[src/rtl/uc_multiciclo.sv]
// uc_multiciclo: multi-cycle CPU control unit with run/halt/single-step.
//
// Each instruction walks FETCH -> DECODE -> EXEC. From HALT the unit starts
// either continuous execution (run level) or one instruction (rising edge
// of step). It also counts retired instructions.
//
// Ports:
//   clk          system clock, rising edge
//   reset        asynchronous active-low reset
//   run          level, continuous execution while 1
//   step         single-step request, rising edge only
//   opcode[5:0]  instruction bits [15:10]
//   z            zero flag
//   we_ir        instruction-register write enable (FETCH)
//   we_pc        program-counter write enable (EXEC)
//   s_inc        PC source: 1 = PC+1, 0 = jump target
//   s_inm        register write-data source: 1 = immediate, 0 = ALU
//   we3          register-file write enable
//   wez          zero-flag write enable
//   op_alu[2:0]  ALU operation
//   halted       1 while in HALT
//   state[1:0]   HALT=00, FETCH=01, DECODE=10, EXEC=11
//   instr_count  retired-instruction counter, wraps
//
// state  | meaning
// -------+---------------------------------------------------------
// HALT   | idle, no write enables; waits for run or a step edge
// FETCH  | instruction register loads
// DECODE | opcode is latched into op_q
// EXEC   | PC and datapath writes happen, instruction retires

module uc_multiciclo #(
  parameter int CNT_W = 16
) (
  input  logic             clk,
  input  logic             reset,
  input  logic             run,
  input  logic             step,
  input  logic [5:0]       opcode,
  input  logic             z,
  output logic             we_ir,
  output logic             we_pc,
  output logic             s_inc,
  output logic             s_inm,
  output logic             we3,
  output logic             wez,
  output logic [2:0]       op_alu,
  output logic             halted,
  output logic [1:0]       state,
  output logic [CNT_W-1:0] instr_count
);

  typedef enum logic [1:0] {
    HALT   = 2'b00,
    FETCH  = 2'b01,
    DECODE = 2'b10,
    EXEC   = 2'b11
  } state_t;

  localparam logic [CNT_W-1:0] CNT_ONE = {{(CNT_W-1){1'b0}}, 1'b1};

  state_t           state_q;
  logic [5:0]       op_q;
  logic             step_q;
  logic             single;
  logic [CNT_W-1:0] count_q;
  logic             step_edge;

  assign step_edge = step & ~step_q;

  always_ff @(posedge clk or negedge reset) begin
    if (!reset) begin
      state_q <= HALT;
      op_q    <= 6'b000000;
      step_q  <= 1'b0;
      single  <= 1'b0;
      count_q <= '0;
    end else begin
      step_q <= step;
      case (state_q)
        HALT: begin
          // run has priority over a coincident step edge
          if (run) begin
            state_q <= FETCH;
            single  <= 1'b0;
          end else if (step_edge) begin
            state_q <= FETCH;
            single  <= 1'b1;
          end
        end
        FETCH: state_q <= DECODE;
        DECODE: begin
          op_q    <= opcode;
          state_q <= EXEC;
        end
        EXEC: begin
          count_q <= count_q + CNT_ONE;
          if (run && !single) begin
            state_q <= FETCH;
          end else begin
            state_q <= HALT;
            single  <= 1'b0;
          end
        end
        default: state_q <= HALT;
      endcase
    end
  end

  // Outputs decode only registered state plus z, so reset removes every
  // write enable immediately.
  always_comb begin
    we_ir  = (state_q == FETCH);
    we_pc  = 1'b0;
    s_inc  = 1'b1;
    s_inm  = 1'b0;
    we3    = 1'b0;
    wez    = 1'b0;
    op_alu = 3'b000;
    if (state_q == EXEC) begin
      we_pc = 1'b1;
      casez (op_q)
        6'b001000: s_inc = 1'b0;
        6'b001001: s_inc = z;
        6'b0000??: begin
          s_inm = 1'b1;
          we3   = 1'b1;
        end
        6'b1?????: begin
          we3    = 1'b1;
          wez    = 1'b1;
          op_alu = op_q[4:2];
        end
        default: ;  // NOP: PC still advances
      endcase
    end
  end

  assign halted      = (state_q == HALT);
  assign state       = state_q;
  assign instr_count = count_q;

endmodule

[config.mk]
export PLATFORM = sky130hd
export DESIGN_NAME = uc_multiciclo
export DESIGN_NICKNAME = d
export VERILOG_FILES = /design/src/rtl/uc_multiciclo.sv
export SDC_FILE = /design/constraint.sdc
export NUM_CORES = 1
export LEC_CHECK = 0
export CORE_UTILIZATION = 45
export DETAILED_ROUTE_END_ITERATION = 6
export PLACE_DENSITY = 0.84
export SLEW_MARGIN = 30
export SYNTH_ARGS = -nofsm -noshare
export SYNTH_HDL_FRONTEND = slang
export SYNTH_SLANG_ARGS = --single-unit
[constraint.sdc]
create_clock -name clk -period 2.8 [get_ports clk]
set_input_delay 0.28 -clock clk [delete_from_list [all_inputs] [get_ports clk]]
set_output_delay 0.28 -clock clk [all_outputs]
set_load 0.03 [all_outputs]
## Word-level counts from Yosys, hierarchy flattened

Index checks and enable logic that the tools add are counted.

- Add/sub/neg operators: 1
- Eq/ne operators: 7
- Mux-type cells: 19
- Bitwise gates (word level): 2
- Reduce and logical (&&, ||, !) cells: 7

Operator list:

| operator | number |
|---|---|
| $add A16 B1 Y16 const B | 1 |
| $eq A6 B4 Y1 const B | 2 |
| $mux W1 | 12 |
| $pmux W2 S4 | 1 |
| $mux W3 | 2 |
| $eq A2 B2 Y1 const B | 2 |
| $logic_not A4 Y1 | 1 |
| $mux W2 | 2 |
| $pmux W1 S2 | 2 |
| $ne A3 B2 Y1 const B | 1 |
| $reduce_and A3 Y1 | 1 |
| $eq A2 B1 Y1 const B | 1 |
| $logic_not A2 Y1 | 1 |
| $ne A2 B2 Y1 const B | 1 |
| $reduce_bool A2 Y1 | 1 |
| $reduce_or A2 Y1 | 1 |
| $and A1 B1 Y1 | 1 |
| $logic_and A1 B1 Y1 | 1 |
| $logic_not A1 Y1 | 1 |
| $not A1 Y1 | 1 |

- Bits in registers: 26
- Input bits: 11
- Output and inout port bits: 28
- Logic and storage cells: 41

## Longest topological paths before layout

Gate-level depths: netlist (run 1).

- Depth after elaboration: 5
- Depth in mapped cells: 5

## Worst setup path before layout (run 1)

OpenSTA, ideal clock, no wires.

- Kind: register to output
- Start: reg state_q[0] (netlist: state[0])
- End: out we3
- Arrival: 2.192 ns
- Required time: 2.520 ns
- Setup slack: 0.328 ns
- Cell stages (with the launch flop): 5
- Cell sequence: dfrtp_1 -> ha_1 -> nor4b_1 -> nor2b_1 -> or2_2

- Longest elaborated chain between the ends: 2

RTL lines:

| item | RTL line | source |
|---|---|---|
| start: declaration | 62 | `state_t state_q;` |
| start signal: assignment | 73 | `state_q <= HALT;` |
| start signal: assignment | 84 | `state_q <= FETCH;` |
| start signal: assignment | 87 | `state_q <= FETCH;` |
| $eq A2 B2 Y1 | 120 | `if (state_q == EXEC) begin` |
| $mux W1 | 120 |  |
| end: declaration | 45 | `output logic we3,` |

No other way between the ends.

## Final worst setup path (run 1)

Same ends and word-level chain as after synthesis.

==> flow_summary.ini, run 1 <==
[setup_path]
timing.critical_path.fanout_max = 6
timing.critical_path.required_ps = 2520
timing.critical_path.max_delay_family = buffers and inverters
critPathArrivalTime_ps = 2310
setup.worst_path.start_class = register
critPathCaptureType = output port
cp.buffers_inverters = 1
worstPathCellList = ha_1, nor4b_1, nor2b_1, or2_2, clkdlybuf4s50_1
cpMaxStageDelayCell = sky130_fd_sc_hd__clkdlybuf4s50_1
timing.critical_path.slowest_cell_delay_ps = 660
timing_worst_setup_path_type = register to output port

[die]
floorplan.rows = 18
dieWidth_um = 54.7
core_area_um2 = 2540
die_area_um2 = 2990
io_pins = 39
die-height_um = 54.7
initial_core_util = 0.491

[synth]
post-synth-top-area-fraction = 0.521
synth-seq-cells = 26
postSynthAreaPerCell_um2 = 11.9
syn_area_um2 = 1250
yosysWarningCount = 0
ys_top_cells_by_area = sky130_fd_sc_hd__dfrtp_1 (52%), sky130_fd_sc_hd__xor2_1 (7.7%), sky130_fd_sc_hd__mux2_2 (7.2%)
synth_cell_type_count = 26
ys_seq_area_frac = 0.521
syn_nets = 122
yosys.area.top_type = sky130_fd_sc_hd__dfrtp_1
syn-instance-count = 105

[placement]
place_congestion = 0.778
dp.final_hpwl_um = 1960
preCtsSetupSlack_ps = 618
place.detailed.instances = 173
number_of_i_o_port_buffers = 38

[global_route]
grt_pass1_wl_um = 4270
overflow = 0
grt_pass1_vias = 921
globalRouteTotalUtil = 0.202
grt_antenna_before_repair = 0
grt_start_max_net_pins = 27

[cts]
cts.repair.resized = 0
post-cts-setup-buffer-count = 0
ctsRootBufferMaster = sky130_fd_sc_hd__clkbuf_4
worstSkewPairLatency_ps = 320
htree_num_levels = 1
hold_buffers = 0
clock_sinks = 26
cts_tree = done
cts_max_path_buffers = 2
clkTransAtPathRegs_ps = 150
cts_buffers = 3

[power]
power-per-cell-area_nw_per_um2 = 959
share_seq_of_total_power = 0.381
share_comb_of_total_power = 0.500
p_clk_frac = 0.118
worst_ir_drop_vdd_mv = 0.722
static-leakage-power_nw = 0.793
switching_share = 0.419
p_int_uw = 952
power_switching_uw = 687

[route]
routed-via-count = 946
vias_per_cell = 5.34
detail-route-antenna-nets = 0
remaining_drc_errors = 0
drt-initial-drc-count = 9
drtPass1Iterations = 4
drt_wl_total_um = 2640
route.detailed.wl_per_inst_um = 14.9

[sta]
clock.fmax_mhz = 387
slew-limit-headroom = 0.700
finalHoldViolations = 0
grt_setup_unrepaired = false
final.setup.tns_ps = 0
timing.final.max_slew_violations = 0
finalClockSkew_ps = 2.95
timing.final.crit_share = 0.924
setup_violations = 0
finalWorstPathRequiredPeriod_ps = 2590
layout_setup_ws_ps = 214
worst_pin_slew_ps = 446

[status]
outcome = completed

[flow_run]
cap_viol_max_count = 0

[layout]
stdcell_count = 177
n_antenna_cell = 0
area_growth_pct = 37.0
fillerInstances = 196
final_layout_size_suffix_gt1_frac = 0.122
finish.net_count = 165

[min_path]
worstHoldPathType = input pin to async pin
[power groups by stage]
stage | registers [mW] | clock network, mW | logic [mW]
after global placement | 0.616 | 0 | 0.799
final | 0.626 | 0.194 | 0.821
after detailed placement | 0.630 | 0 | 0.825
after CTS | 0.623 | 0.196 | 0.831
after global routing | 0.644 | 0.208 | 0.884
after floorplan | 0.715 | 0 | 0.413
[metrics by stage]
stage / power [mW] / util / hold slack, ps / instance area, um^2
final: 1.64 / 0.672 / 307 / 1710
after global routing: 1.74 / 0.672 / 344 / 1710
after CTS: 1.65 / 0.672 / 323 / 1710
after detailed placement: 1.46 / 0.658 / 486 / 1670
after global placement: 1.42 / 0.658 / 456 / 1670
after floorplan: 1.13 / - / -15.6 / 1250
[path summary, 6_finish.rpt]
| path | start | endpoint | cells past startpoint | slack, ps |
|---|---|---|---|---|
| max reg2reg | state[0] | instr_count[15] | 5 | 910 |
| min | reset | instr_count[6] | 2 | 310 |
| min reg2reg | instr_count[11] | instr_count[11] | 1 | 510 |
| max | state[0] | we3 | 5 | 210 |
| max in group asynchronous | reset | op_q[5] | 2 | 2230 |
| min in group clk | step | step_q | 1 | 420 |
[routing by layer]
layer  track usage  wire, um
met1         0.242      1150
met5             0         0
met4        0.0641        12
met2         0.345      1290
met3        0.0583       190
[cells in the mapped netlist]
library cell and count:
sky130_fd_sc_hd__a21oi_1 1, sky130_fd_sc_hd__nand4b_1 1, sky130_fd_sc_hd__nand4_1 4, sky130_fd_sc_hd__xnor2_1 4, sky130_fd_sc_hd__nor4_2 1, sky130_fd_sc_hd__nand2b_1 2
sky130_fd_sc_hd__o32a_1 1, sky130_fd_sc_hd__xor2_1 11, sky130_fd_sc_hd__and2_1 2, sky130_fd_sc_hd__dfrtp_1 26, sky130_fd_sc_hd__a211o_1 1, sky130_fd_sc_hd__nand2_1 10
sky130_fd_sc_hd__nor4_1 3, sky130_fd_sc_hd__clkbuf_1 2, sky130_fd_sc_hd__or2_2 1, sky130_fd_sc_hd__nand4_2 1, sky130_fd_sc_hd__nor3b_1 2, sky130_fd_sc_hd__inv_1 2
sky130_fd_sc_hd__mux2_2 8, sky130_fd_sc_hd__nor4b_1 1, sky130_fd_sc_hd__ha_1 6, sky130_fd_sc_hd__and3_1 4, sky130_fd_sc_hd__nor2b_1 2, sky130_fd_sc_hd__nand4_4 1
sky130_fd_sc_hd__nor2_1 5, sky130_fd_sc_hd__nor3_1 3
[cell type report]
type                    count  area (um^2)  share of cell area
multi-input cells          75          583               0.341
flip-flops and latches     26          651               0.380
clock buffers               4         36.3              0.0212
inverters                   2         7.51             0.00439
well taps                  30         37.5              0.0219
repair buffers             40          395               0.231
[cells in the final DEF, fill, tap and decap left out, types with 2 or more instances in the layout]
cell type / instances
sky130_fd_sc_hd__and2_1: 2
sky130_fd_sc_hd__and3_1: 4
sky130_fd_sc_hd__buf_4: 2
sky130_fd_sc_hd__clkbuf_4: 3
sky130_fd_sc_hd__clkdlybuf4s50_1: 38
sky130_fd_sc_hd__dfrtp_1: 26
sky130_fd_sc_hd__ha_1: 6
sky130_fd_sc_hd__inv_1: 2
sky130_fd_sc_hd__mux2_2: 8
sky130_fd_sc_hd__nand2_1: 10
sky130_fd_sc_hd__nand2b_1: 2
sky130_fd_sc_hd__nand4_1: 4
sky130_fd_sc_hd__nor2_1: 5
sky130_fd_sc_hd__nor2b_1: 2
sky130_fd_sc_hd__nor3_1: 3
sky130_fd_sc_hd__nor3b_1: 2
sky130_fd_sc_hd__nor4_1: 3
sky130_fd_sc_hd__xnor2_1: 4
sky130_fd_sc_hd__xor2_1: 11
[flip-flops by register name, summed over array words and instances (netlist names)]
register / cells
op_q: 6
single: 1
step_q: 1
instr_count: 16
state: 2
[cells by family (layout without fill, tap and decap cells)]
logic type / after synthesis / in the layout / share of synthesized area
buffers and inverters: 4 / 46 / 0.0120
adders and majority gates: 6 / 6 / 0.0601
muxes: 8 / 8 / 0.0721
and+or+nand+nor: 43 / 43 / 0.210
xor gates and xnor gates: 15 / 15 / 0.105
DFF: 26 / 26 / 0.521
AOI/OAI and AO/OA: 3 / 3 / 0.0190
No activity file was read; power rests on OpenSTA's default activity.
==> run 2: changes to the inputs <==
DONT_BUFFER_PORTS = 1   (was default)
PLACE_DENSITY = 0.66   (was 0.84)
==> run 2 against run 1 <==
Against the previous run:
- global-route usage shrank 3.4 points
- combinational power decreased by 40%
- clock power decreased by 4%
- worst hold slack lost 190 ps
- power decreased by 13%
- design area shrank 19%
- clock skew rose by 8.5 ps
- die area stayed put
- count of clock-buffer cells in the layout stayed put
- critical path type unchanged
- largest power group is now registers
==> flow_summary.ini, run 2 (synthesized netlist as in run 1, its figures left out) <==
[cts]
cts.repair.resized = 0
clkTransAtPathRegs_ps = 140
clock_sinks = 26
cts_buffers = 3
cts_tree = done
htree_num_levels = 1
worstSkewPairLatency_ps = 320
ctsRootBufferMaster = sky130_fd_sc_hd__clkbuf_4
cts_max_path_buffers = 2

[setup_path]
setup.worst_path.start_class = register
critical_path.reg2reg.startpoint = state[0]
timing.critical_path.required_ps = 2520
worstPathCellList = ha_1, nor4b_1, nor2b_1, or2_2
critPathCaptureType = output port
path_depth = 4
crit_end = we3
critPathArrivalTime_ps = 1980
crit_start = state[0]
timing.critical_path.slowest_cell_delay_ps = 620
cpMaxStageDelayCell = sky130_fd_sc_hd__dfrtp_1
reg2regPathDepth = 5
timing.reg2reg.setup_slack_ps = 760
cp.buffers_inverters = 0
timing.critical_path.fanout_max = 6
timing_worst_setup_path_type = register to output port
regToRegEndpoint = instr_count[15]
timing.critical_path.max_delay_family = simple AND/OR/NAND/NOR gates

[die]
core_area_um2 = 2540
die_area_um2 = 2990
initial_core_util = 0.491
die-height_um = 54.7
floorplan.rows = 18
io_pins = 39
dieWidth_um = 54.7

[route]
routed-via-count = 809
remaining_drc_errors = 0
drtPass1Iterations = 4
detail-route-antenna-nets = 0
drt_wl_total_um = 2190
vias_per_cell = 5.66
drt-initial-drc-count = 5
route.detailed.wl_per_inst_um = 15.3

[global_route]
grt_pass1_vias = 822
grt_antenna_before_repair = 0
overflow = 0
grt_start_max_net_pins = 27
globalRouteTotalUtil = 0.169
grt_pass1_wl_um = 3530

[layout]
largest_register_ffs = 16
area_growth_pct = 10.3
final_layout_size_suffix_gt1_frac = 0.177
multi_input_area_um2 = 583
fillerInstances = 221
finish.net_count = 131
register_area_um2 = 651
mostFrequentLayoutCell = sky130_fd_sc_hd__dfrtp_1
layout.cell_area.non_filler_um2 = 1380
layout_common_cells = sky130_fd_sc_hd__dfrtp_1 (26), sky130_fd_sc_hd__xor2_1 (11), sky130_fd_sc_hd__nand2_1 (10), sky130_fd_sc_hd__mux2_2 (8), sky130_fd_sc_hd__ha_1 (6)
n_antenna_cell = 0

[sta]
finalWorstPathRequiredPeriod_ps = 2260
setup_violations = 0
worst_pin_slew_ps = 501
grt_setup_unrepaired = false
final.setup.tns_ps = 0
slew-limit-headroom = 0.666
timing.final.crit_share = 0.808
timing.final.max_slew_violations = 0
finalClockSkew_ps = 11.5
finalHoldViolations = 0
clock.fmax_mhz = 442

[power]
static-leakage-power_nw = 0.677
worst_ir_drop_vdd_mv = 0.848
power-per-cell-area_nw_per_um2 = 1030

[min_path]
worstHoldPathType = input pin to register

[flow_run]
cap_viol_max_count = 0

[status]
outcome = completed

[placement]
postPlaceCellArea_um2 = 1300
number_of_i_o_port_buffers = 0
place_congestion = 0.758
dp.final_hpwl_um = 1600
-- run 2: cell types whose count changed in the layout (fill, tap and decap cells not counted), sizes merged --
cell | before | now
buf | 2 | 4
clkdlybuf4s50 | 38 | 0
dlygate4sd3 | 0 | 2
-- run 2: area by class of cell --
cell class / instances / area share
flip-flops and latches: 26 / 0.472
multi-input cells: 75 / 0.423
repair buffers: 6 / 0.0454
well taps: 30 / 0.0272
clock buffers: 4 / 0.0263
inverters: 2 / 0.00545
-- run 2: layer usage --
metal	part of all wire	global-route usage
met1	0.45	0.199
met5	0	0
met4	0.0046	0.0513
met3	0.059	0.0639
met2	0.48	0.281
-- run 2: what timing repair did --
item	CTS	global route
hold buffers	3	0
endpoints found under the hold margin	27	0
buffers inserted	0	0
-- run 2: worst min path at each step --
stage,from,endpoint,slack (ps),cells after the start
finish,opcode[5],op_q[5],110,1
global route,opcode[5],op_q[5],90,1
CTS,opcode[4],op_q[4],100,1
detailed placement,reset,instr_count[4],-10,0
global placement,reset,instr_count[4],-20,0
floorplan,reset,instr_count[0],-20,0
-- run 2: through the flow --
| step | util | cells | hold WS, ps | power (mW) | setup slack, ps |
|---|---|---|---|---|---|
| floorplan | - | 105 | -15.6 | 1.13 | 328 |
| global placement | 0.511 | 136 | -15.0 | 1.21 | 812 |
| detailed placement | 0.511 | 136 | -15.0 | 1.23 | 767 |
| CTS | 0.541 | 143 | 99.8 | 1.44 | 495 |
| global route | 0.541 | 143 | 85.4 | 1.51 | 407 |
| finish | 0.541 | 143 | 112 | 1.42 | 538 |
-- run 2: report_power, final --
| group | switching, mW | internal [mW] |
|---|---|---|
| registers | 0.261 | 0.483 |
| logic | 0.271 | 0.219 |
| clock network | 0.107 | 0.0794 |
